$ cat src/rtl/key_encoder_if.sv
// key_encoder_if: byte-stream handshake carrying encoded key bytes toward the
// host (normally into the UART transmitter).
//   data  : output byte
//   valid : data holds a byte that has not yet been accepted
//   ready : sink accepts data in this cycle (only meaningful while valid=1)
// The master modport is the byte producer and the slave modport is the consumer.
interface key_encoder_if;
  logic [7:0] data;
  logic       valid;
  logic       ready;

  modport master (output data, output valid, input  ready);
  modport slave  (input  data, input  valid, output ready);
endinterface

$ cat src/rtl/key_encoder.sv
// key_encoder: converts local key events into VT52 host-bound byte sequences.
// It also answers identify requests with the three-byte reply ESC / IDENT.
//   clk        : system clock
//   clr        : synchronous active-high reset
//   key_code   : key event (00-7F ASCII, 80-86 arrows/PF keys, 87-FF dropped)
//   key_ctrl   : CTRL modifier, sampled together with key_code
//   key_valid  : key_code/key_ctrl are valid
//   key_ready  : encoder can take a key (idle and no identify reply owed)
//   ident_req  : one-cycle pulse requesting an identify reply
//   tx         : registered byte-stream output (data/valid out, ready in)
module key_encoder #(
  parameter logic [7:0] IDENT = 8'h4B
) (
  input  logic          clk,
  input  logic          clr,
  input  logic [7:0]    key_code,
  input  logic          key_ctrl,
  input  logic          key_valid,
  output logic          key_ready,
  input  logic          ident_req,
  key_encoder_if.master tx
);

  // The state value doubles as (index of presented byte + 1).
  localparam logic [1:0] S_IDLE = 2'd0;
  localparam logic [1:0] S_B0   = 2'd1;
  localparam logic [1:0] S_B1   = 2'd2;
  localparam logic [1:0] S_B2   = 2'd3;

  localparam logic [7:0] ESC   = 8'h1B;
  localparam logic [7:0] SLASH = 8'h2F;

  logic [1:0] state_q, state_d;
  logic [1:0] len_q, len_d;
  logic [7:0] seq_q [3];
  logic [7:0] seq_d [3];
  logic [7:0] data_q, data_d;
  logic       valid_q, valid_d;
  logic       pend_q, pend_d;

  // Translation of the presented key into up to two bytes.
  logic [1:0] k_len;
  logic [7:0] k_b0, k_b1;

  always_comb begin
    k_len = 2'd0;
    k_b0  = key_code;
    k_b1  = 8'h00;
    if (!key_code[7]) begin
      k_len = 2'd1;
      // CTRL folds only the 40-7F block onto the control codes.
      if (key_ctrl && key_code[6]) k_b0 = key_code & 8'h1F;
    end else if (key_code <= 8'h86) begin
      k_len = 2'd2;
      k_b0  = ESC;
      case (key_code[2:0])
        3'd0:    k_b1 = 8'h41;  // up    -> A
        3'd1:    k_b1 = 8'h42;  // down  -> B
        3'd2:    k_b1 = 8'h43;  // right -> C
        3'd3:    k_b1 = 8'h44;  // left  -> D
        3'd4:    k_b1 = 8'h50;  // PF1   -> P
        3'd5:    k_b1 = 8'h51;  // PF2   -> Q
        default: k_b1 = 8'h52;  // PF3   -> R
      endcase
    end
    // Codes 87-FF leave k_len at 0: accepted but produce nothing.
  end

  assign key_ready = (state_q == S_IDLE) && !pend_q;

  always_comb begin
    state_d = state_q;
    len_d   = len_q;
    seq_d   = seq_q;
    data_d  = data_q;
    valid_d = valid_q;
    // Requests merge into a single sticky flag until the reply is started.
    pend_d  = pend_q | ident_req;

    if (state_q == S_IDLE) begin
      if (pend_q) begin
        seq_d[0] = ESC;
        seq_d[1] = SLASH;
        seq_d[2] = IDENT;
        len_d    = 2'd3;
        pend_d   = 1'b0;
        state_d  = S_B0;
        data_d   = ESC;
        valid_d  = 1'b1;
      end else if (key_valid && (k_len != 2'd0)) begin
        seq_d[0] = k_b0;
        seq_d[1] = k_b1;
        seq_d[2] = 8'h00;
        len_d    = k_len;
        state_d  = S_B0;
        data_d   = k_b0;
        valid_d  = 1'b1;
      end
    end else if (tx.ready) begin
      // valid_q is always set outside S_IDLE, so ready alone completes a byte.
      if (state_q == len_q) begin
        state_d = S_IDLE;
        valid_d = 1'b0;
      end else begin
        state_d = 2'(state_q + 2'd1);
        data_d  = (state_q == S_B0) ? seq_q[1] : seq_q[2];
      end
    end
  end

  always_ff @(posedge clk) begin
    if (clr) begin
      state_q <= S_IDLE;
      len_q   <= 2'd0;
      data_q  <= 8'h00;
      valid_q <= 1'b0;
      pend_q  <= 1'b0;
    end else begin
      state_q <= state_d;
      len_q   <= len_d;
      data_q  <= data_d;
      valid_q <= valid_d;
      pend_q  <= pend_d;
    end
  end

  generate
    for (genvar gi = 0; gi < 3; gi++) begin : g_seq
      always_ff @(posedge clk) begin
        if (clr) seq_q[gi] <= 8'h00;
        else     seq_q[gi] <= seq_d[gi];
      end
    end
  endgenerate

  assign tx.data  = data_q;
  assign tx.valid = valid_q;

  // S_B2 is reached only for three-byte sequences (len_q == 3).
  logic unused_b2;
  assign unused_b2 = (state_q == S_B2);

endmodule

$ cat src/flat_wrapper.sv
// flat-port wrapper written by rule: the top's interface ports become plain ports
module key_encoder_flat 
#(
  parameter logic [7:0] IDENT = 8'h4B
)
  (clk, clr, key_code, key_ctrl, key_valid, key_ready, ident_req, tx_data, tx_valid, tx_ready);
  key_encoder_if tx_i ();
  input  logic clk;
  input  logic clr;
  input  logic [7:0] key_code;
  input  logic key_ctrl;
  input  logic key_valid;
  output logic key_ready;
  input  logic ident_req;
  output wire logic [$bits(tx_i.data)-1:0] tx_data;
  output wire logic [$bits(tx_i.valid)-1:0] tx_valid;
  input wire logic [$bits(tx_i.ready)-1:0] tx_ready;
  assign tx_data = tx_i.data;
  assign tx_valid = tx_i.valid;
  assign tx_i.ready = tx_ready;
  key_encoder #(.IDENT(IDENT)) u_core (.clk(clk), .clr(clr), .key_code(key_code), .key_ctrl(key_ctrl), .key_valid(key_valid), .key_ready(key_ready), .ident_req(ident_req), .tx(tx_i));
endmodule
$ cat config.mk
export PLATFORM = sky130hd
export DESIGN_NAME = key_encoder_flat
export DESIGN_NICKNAME = d
export VERILOG_FILES = /design/src/rtl/key_encoder_if.sv /design/src/rtl/key_encoder.sv /design/src/flat_wrapper.sv
export SDC_FILE = /design/constraint.sdc
export NUM_CORES = 1
export LEC_CHECK = 0
export BUFFER_PORTS_ARGS = -buffer_cell sky130_fd_sc_hd__buf_4
export CAP_MARGIN = 0
export CORE_UTILIZATION = 53
export DETAILED_ROUTE_END_ITERATION = 8
export GPL_TIMING_DRIVEN = 0
export PLACE_DENSITY = 0.88
export SLEW_MARGIN = 10
export SYNTH_ARGS = -nofsm -noshare
export SYNTH_HDL_FRONTEND = slang
export SYNTH_SLANG_ARGS = --single-unit
$ cat constraint.sdc
create_clock -name clk -period 2.1 [get_ports clk]
set_input_delay 0.21 -clock clk [delete_from_list [all_inputs] [get_ports clk]]
set_output_delay 0.21 -clock clk [all_outputs]
set_load 0.05 [all_outputs]
## Word-level counts from Yosys, hierarchy flattened

Cells that the tools add are included.

| word-level totals | value |
|---|---|
| input bits | 14 |
| register bits after elaboration | 30 |
| word-level logic and storage cells | 63 |

| operators by class | value |
|---|---|
| magnitude comparators | 1 |
| bitwise gates (word level) | 1 |
| reductions and logical operators | 14 |
| $add $sub $neg | 1 |
| mux-type cells | 30 |
| equal/unequal tests | 9 |

Operators with widths:

| cell | count |
|---|---|
| $mux 8 | 10 |
| $mux 16 | 2 |
| $pmux 5 s6 | 1 |
| $mux 2 | 9 |
| $le 8x8->1 const B | 1 |
| $reduce_bool 2->1 | 4 |
| $mux 1 | 7 |
| $mux 7 | 1 |
| $eq 3x2->1 const B | 2 |
| $eq 3x3->1 const B | 2 |
| $reduce_and 3->1 | 2 |
| $reduce_and 2->1 | 2 |
| $eq 3x1->1 const B | 1 |
| $logic_and 1x1->1 | 3 |
| $logic_not 3->1 | 1 |
| $ne 3x2->1 const B | 1 |
| $add 2x1->2 const B | 1 |
| $eq 2x1->1 const B | 1 |
| $eq 2x2->1 | 1 |
| $logic_not 2->1 | 1 |
| $ne 2x1->1 const B | 1 |
| $logic_not 1->1 | 1 |
| $or 1x1->1 | 1 |

## Depth between registers and ports, before layout

Gate-level depths: netlist of run 1.

| depth | value |
|---|---|
| depth after elaboration | 8 |
| gate-level depth with buffers | 8 |
| depth with buffers taken out | 7 |

## Least setup slack after synthesis of run 1

OpenSTA, ideal clock, no wires.

| timing path | value |
|---|---|
| kind | register -> register |
| start | reg u_core.state_q[0] |
| end | reg u_core.data_q[6], in the netlist u_core.tx.data[6] |
| required time | 1.979 ns |
| path buffers | 1 |
| data arrival time | 1.693 ns |
| cell stages (with the launch flop) | 9 |
| setup slack | 0.286 ns |
| library setup time | 0.121 ns |
| clock period less this slack | 1.814 ns |
| path through | dfxtp_1 -> inv_1 -> ha_1 -> nand2b_1 -> buf_2 -> inv_1 -> a32oi_1 -> nor2_1 -> mux2_4 |

| on the way | value |
|---|---|
| longest elaborated chain between the ends | 5 |

RTL lines:

| element | line | RTL |
|---|---|---|
| from (decl) | key_encoder.sv:33 | `logic [1:0] state_q, state_d;` |
| from (signal assigned) | key_encoder.sv:119 | `state_q <= state_d;` |
| $eq 2x1->1 | key_encoder.sv:106 | `data_d = (state_q == S_B0) ? seq_q[1] : seq_q[2];` |
| $mux 8 | key_encoder.sv:106 |  |
| $mux 8 | key_encoder.sv:101 | `if (state_q == len_q) begin` |
| $mux 8 | key_encoder.sv:99 | `end else if (tx.ready) begin` |
| $mux 8 | key_encoder.sv:80 | `if (state_q == S_IDLE) begin` |
| to (signal assigned) | key_encoder.sv:121 | `data_q <= data_d;` |
| to (decl) | key_encoder.sv:37 | `logic [7:0] data_q, data_d;` |

Several ways; a longest one is shown, not always the timed one. The select of a mux whose other input is x is not followed.
A chain may end at the register's enable or synchronous reset.

## Final worst setup path of run 1

| timing path | value |
|---|---|
| start | reg u_core.state_q[0] |
| end | reg u_core.data_q[2], in the netlist u_core.tx.data[2] |

Same word-level chain as after synthesis.

==> flow_summary_export.csv, run 1 <==
group,metric,value,unit
setup_path,critical-path-slowest-cell,"dfxtp_1",
sta,pins_over_their_slew_limit,0,
setup_path,worstPathArrival,2110,ps
sta,fmax,526,MHz
power,power.static_leakage,0.610,nW
yosys,cell_taking_the_most_area_after_synthesis,"dfxtp_1",
power,pwr_density_cell,948,nW/um2
yosys,post_synth_inst_count,134,
yosys,synth.lib_cells_used.distinct,40,
clock_tree,ctsRootBufferMaster,"clkbuf_4",
yosys,sequential_share_of_the_synthesized_area,0.344,
route,route.detailed.vias_per_inst,6.01,
placed_design,place.detailed.hpwl,2120,um
power,vdd_drop_max,0.519,mV
route,drt_first_pass_iters,4,
setup_path,worst_setup_path_type,"flip-flop to flip-flop",
setup_path,required_time_of_the_critical_path,2310,ps
sta,tns,0,ps
floorplan,die_y,48.8,um
placed_design,numPortBuffers,23,
route,postRouteWirelength,2840,um
final_layout,final_nets,178,
final_layout,n_fill_cell,170,
yosys,synth.yosys.warnings,0,
clock_tree,insertion_delay,310,ps
global_routing,grt_start_max_net_pins,13,
setup_path,critPathCaptureType,"flip-flop",
floorplan,placement_rows,16,
sta,skew,4.18,ps
yosys,synthesis.nets,150,
sta,hold_violations,0,
route,route.vias.total,1130,
floorplan,core_area,2000,um2
clock_tree,cts-buffers-inserted,3,
sta,slew_headroom,0.630,
setup_path,path_common_cell,"inv_1",
clock_tree,clock_sinks,20,
hold_path,min-delay-path-class,"input port to flip-flop",
setup_path,critical_path.max_fanout,8,
setup_path,critPathMaxStageDelay,420,ps
global_routing,via_count_of_the_first_global_routing_pass,1018,
floorplan,die_width,48.8,um
floorplan,fp.dieArea,2380,um2
clock_tree,cts_max_level,1,
clock_tree,clock_tree.buffer_depth,2,
sta,tightest_slew,549,ps
setup_path,startpoint_type_of_the_worst_setup_path,"flip-flop",
sta,period_utilisation_layout,0.905,
final_layout,layout-area-overhead-vs-synth,22.5,%
final_layout,antenna_cells,0,
global_routing,antenna_found_initial,0,
status,status,"completed",
sta,setup_viol,0,
route,route.antenna.remaining_nets,0,
global_routing,grt_first_pass_wirelength,4770,um
sta,grt_setup_unrepaired,"false",
final_layout,final-instance-count-excl-fill,188,
final_layout,post_route_cells_drive_above_1_share,0.261,
yosys,synth_area_leaders,"dfxtp_1 (34%), a21oi_1 (6.5%), mux2_4 (5.2%), mux2i_1 (3.4%), o21ai_0 (3.4%)",
clock_tree,tritoncts,"yes",
clock_tree,clk_transition_reported_paths,120,ps
route,drc,0,
setup_path,worstPathCellList,"inv_1, ha_1, inv_1, nor2_2, a22oi_4, mux2_4",
yosys,post_synth_instance_area,1160,um2
route,dr.first_iter.drc_count,30,
yosys,synth_seq_cells,20,
placed_design,globalplace.congestion,0.927,
global_routing,globalRouteTotalUtil,0.259,
placed_design,cell_count_after_placement,184,
floorplan,initial_utilization,0.581,
sta,period_needed,1900,ps
floorplan,floorplan.io_pins,24,
flow_run,drv_cap,0,
yosys,synth_area_per_cell,8.67,um2
yosys,fraction_of_post_synthesis_cell_area_in_the_top_cell_type_by_area,0.344,
route,detail_route.wl_per_cell,15.1,um
global_routing,globalRoute.totalOverflow,0,
-- sequential cells by signal, indices dropped and copies added, names as in the netlist --
name	cells
u_core.tx.data	8
u_core.seq_q	6
u_core.len_q	2
u_core.state_q	2
u_core.pend_q	1
u_core.tx.valid	1
-- cell families after synthesis --
| family | after synthesis | share of synthesized area |
|---|---|---|
| AOI/OAI and AO/OA | 43 | 0.261 |
| xor gates and xnor gates | 3 | 0.0226 |
| adders and majority gates | 2 | 0.0215 |
| buffers and inverters | 14 | 0.0474 |
| DFF | 20 | 0.344 |
| muxes | 9 | 0.0958 |
| and+or+nand+nor | 43 | 0.208 |
-- cell type report --
class,instances,area [um2],share of cell area
repair buffers,23,173,0.121
clock buffers,3,22.5,0.0158
flip-flops and latches,20,400,0.281
clock inverters,1,30.0,0.0211
plain buffers,5,21.3,0.0149
inverters,9,33.8,0.0237
well taps,27,33.8,0.0237
multi-input cells,100,709,0.498
-- repair_timing --
item | 4_1_cts | 5_1_grt
gates resized for setup | 0 | 1
hold buffers | 0 | 0
setup buffers | 0 | 0
setup endpoints to repair | 0 | 4
-- worst paths after layout --
kind,to,startpoint,slack (ps),cells past startpoint
max,u_core.tx.data[2]$_SDFFE_PP0P_,u_core.state_q[0]$_SDFFE_PP0P_,200,6
min,u_core.pend_q$_SDFF_PP0_,ident_req,120,3
max reg2reg,u_core.tx.data[2]$_SDFFE_PP0P_,u_core.state_q[0]$_SDFFE_PP0P_,200,6
min reg2reg,u_core.tx.data[0]$_SDFFE_PP0P_,u_core.tx.data[0]$_SDFFE_PP0P_,470,2
-- layer usage --
layer | vias to the layer above | track usage | share of wire | wire, um
li1 | 552 | - | - | -
met1 | 529 | 0.331 | 0.42 | 1180
met2 | 44 | 0.454 | 0.51 | 1440
met3 | 5 | 0.0312 | 0.061 | 172
met4 | 0 | 0.0735 | 0.015 | 42
met5 | - | 0 | 0 | 0
-- synth_stat cells (all sizes together) --
| cell | number |
|---|---|
| a211o | 2 |
| a211oi | 2 |
| a21boi | 1 |
| a21oi | 15 |
| a221o | 2 |
| a22oi | 1 |
| a311oi | 3 |
| a31oi | 1 |
| a32oi | 1 |
| and2 | 1 |
| and3 | 2 |
| buf | 2 |
| clkbuf | 3 |
| dfxtp | 20 |
| ha | 2 |
| inv | 9 |
| mux2 | 5 |
| mux2i | 4 |
| nand2 | 10 |
| nand2b | 3 |
| nand3 | 4 |
| nand3b | 2 |
| nor2 | 10 |
| nor2b | 5 |
| nor3 | 2 |
| nor4 | 3 |
| o211ai | 1 |
| o21a | 1 |
| o21ai | 8 |
| o22ai | 1 |
| o311a | 1 |
| o311ai | 1 |
| o31ai | 1 |
| o32ai | 1 |
| or4 | 1 |
| xnor2 | 3 |
-- power breakdown --
part / internal [W] / switching [W]
clock: 0.000193 / 0.000127
sequential: 0.000433 / 0.0000328
combinational: 0.000209 / 0.000355
total: 0.000835 / 0.000514
-- worst max-delay path: cells and delay by family, from the launching register on --
| kind | cells | cell delay [ps] |
|---|---|---|
| DFF | 1 | 420 |
| AOI/OAI and AO/OA | 1 | 380 |
| muxes | 1 | 340 |
| buffers and inverters | 2 | 270 |
| adders and majority gates | 1 | 260 |
| and+or+nand+nor | 1 | 130 |
-- cell usage in the layout, fill, tap and decap left out, types with 3 or more instances in the layout --
cell	instances
mux2i_1	4
nand3_1	3
mux2_4	4
nand2b_1	3
dfxtp_1	20
inv_1	9
nor2_1	9
clkbuf_1	3
clkbuf_4	3
a311oi_1	3
buf_4	23
nand2_1	10
xnor2_1	3
nor2b_1	5
a21oi_1	15
o21ai_0	8
-- through the flow --
| step | setup WS, ps | power, W | utilization | hold WS [ps] | cell area [um2] |
|---|---|---|---|---|---|
| detailed placement | 120 | 0.00103 | 0.684 | 449 | 1370 |
| global placement | 199 | 0.00101 | 0.684 | 440 | 1370 |
| floorplan | 286 | 0.000874 | - | 320 | 1160 |
| finish | 199 | 0.00135 | 0.711 | 120 | 1420 |
| CTS | 91.0 | 0.00135 | 0.710 | 122 | 1420 |
| global route | 60.7 | 0.00142 | 0.711 | 127 | 1420 |
No activity file was read; power rests on OpenSTA's default activity.
==> run 2, diff against run 1 <==
Settings changed: REMOVE_ABC_BUFFERS set to 1.
==> flow_summary_export.csv, run 2 (same netlist as run 1, synthesis figures left out) <==
group,metric,value,unit
status,status,"completed",
sta,pins_over_their_slew_limit,0,
sta,skew,2.85,ps
route,detail_route.wl_per_cell,15.4,um
route,route.antenna.remaining_nets,0,
route,drt_first_pass_iters,4,
sta,period_needed,2040,ps
sta,setup_viol,0,
final_layout,utilization,0.702,
final_layout,post_route_cells_drive_above_1_share,0.263,
power,switch_share,0.384,
sta,period_utilisation_layout,0.972,
route,postRouteWirelength,2810,um
global_routing,grt.busiest_layer,"met2",
clock_tree,cts-buffers-inserted,3,
route,drc,0,
sta,grt_setup_unrepaired,"false",
power,pwr_density_cell,959,nW/um2
clock_tree,tritoncts,"yes",
final_layout,max_ffs_per_register,8,
setup_path,critical_path.max_fanout,14,
floorplan,initial_utilization,0.581,
floorplan,core_area,2000,um2
clock_tree,clk_transition_reported_paths,120,ps
clock_tree,ctsRootBufferMaster,"clkbuf_4",
floorplan,placement_rows,16,
final_layout,postLayoutCellArea,1410,um2
floorplan,die_width,48.8,um
final_layout,final_nets,173,
final_layout,final_cell_mix,"buf_4 (23), dfxtp_1 (20), a21oi_1 (15), nand2_1 (10)",
sta,slew_headroom,0.648,
sta,tightest_slew,524,ps
global_routing,grt.met1_usage,0.281,
global_routing,global_route.usage.met3,0.0436,
floorplan,fp.dieArea,2380,um2
sta,hold_violations,0,
global_routing,grt_first_pass_wirelength,4600,um
power,vdd_drop_max,0.494,mV
clock_tree,cts_max_level,1,
setup_path,required_time_of_the_critical_path,1890,ps
final_layout,layout-area-overhead-vs-synth,20.9,%
flow_run,drv_cap,0,
global_routing,globalRouteTotalUtil,0.252,
setup_path,worst_setup_path_type,"flip-flop to output port",
placed_design,place.detailed.hpwl,2020,um
clock_tree,insertion_delay,310,ps
placed_design,numPortBuffers,23,
global_routing,global_route.usage.met2,0.447,
power,power.static_leakage,0.597,nW
global_routing,antenna_found_initial,0,
global_routing,grt_start_max_net_pins,23,
power,p_sw,0.000518,W
clock_tree,clock_sinks,20,
route,dr.first_iter.drc_count,66,
placed_design,globalplace.congestion,0.856,
hold_path,min-delay-path-class,"input port to flip-flop",
power,report.power.total,0.00135,W
route,route.detailed.vias_per_inst,6.37,
floorplan,die_y,48.8,um
global_routing,via_count_of_the_first_global_routing_pass,1106,
floorplan,floorplan.io_pins,24,
clock_tree,clock_tree.buffer_depth,2,
power,pwr-share-clk,0.241,
global_routing,globalRoute.totalOverflow,0,
clock_tree,postCtsSetupRepairBufs,0,
final_layout,layout.cells.most_common,"buf_4",
power,seq_power_share,0.349,
final_layout,antenna_cells,0,
placed_design,dpl_cell_area,1350,um2
sta,fmax,490,MHz
setup_path,critPathCaptureType,"output port",
power,cell_internal_pwr,0.000830,W
setup_path,startpoint_type_of_the_worst_setup_path,"flip-flop",
final_layout,n_fill_cell,150,
route,route.vias.total,1166,
power,comb_power_share,0.410,
setup_path,worstPathArrival,1830,ps
run 2: cell type report:
cell class,instances,area [um2],share of cell area
Clock buffer,3,22.5,0.0160
Clock inverter,1,30.0,0.0214
Inverter,9,33.8,0.0240
Multi-Input combinational cell,100,712,0.507
Sequential cell,20,400,0.285
Tap cell,27,33.8,0.0240
Timing Repair Buffer,23,173,0.123
run 2: worst max-delay path, stage by stage (launching register included):
cell and delay, ps:
dfxtp_1 370, inv_1 90, ha_2 350, nand2b_1 240, inv_1 230, buf_4 230
run 2: timing repair:
action,in CTS,in global routing
resized for setup,2,0
hold buffers,0,0
hold endpoints to repair,0,0
setup endpoints to repair,9,0
run 2: final timing paths:
check,slack [ps],depth (start not counted),startpoint,end
max,60,5,u_core.state_q[0]$_SDFFE_PP0P_,key_ready
min,130,3,ident_req,u_core.pend_q$_SDFF_PP0_
max reg2reg,100,6,u_core.state_q[0]$_SDFFE_PP0P_,u_core.tx.data[2]$_SDFFE_PP0P_
min reg2reg,470,2,u_core.tx.data[1]$_SDFFE_PP0P_,u_core.tx.data[1]$_SDFFE_PP0P_
run 2: power by group through the flow:
stage                     combinational (W)  sequential, W  clock [W]
after floorplan                    0.000292       0.000569          0
after global placement             0.000524       0.000475          0
after detailed placement           0.000539       0.000479          0
after CTS                          0.000547       0.000470   0.000326
after global routing               0.000591       0.000476   0.000338
final                              0.000552       0.000471   0.000325
run 2: stage by stage:
stage / instances / setup TNS (ps) / setup slack, ps / hold slack, ps
floorplan: 129 / 0 / 167 / 279
global placement: 179 / -362 / -88.4 / 440
detailed placement: 179 / -656 / -147 / 456
CTS: 183 / 0 / 113 / 123
global route: 183 / 0 / 3.52 / 122
finish: 183 / 0 / 58.7 / 127
run 2: routing by layer:
metal  wire [um]  vias to the layer above
li1            -                      536
met1        1090                      544
met2        1380                       73
met3         250                       13
met4          84                        0
met5           0                        -
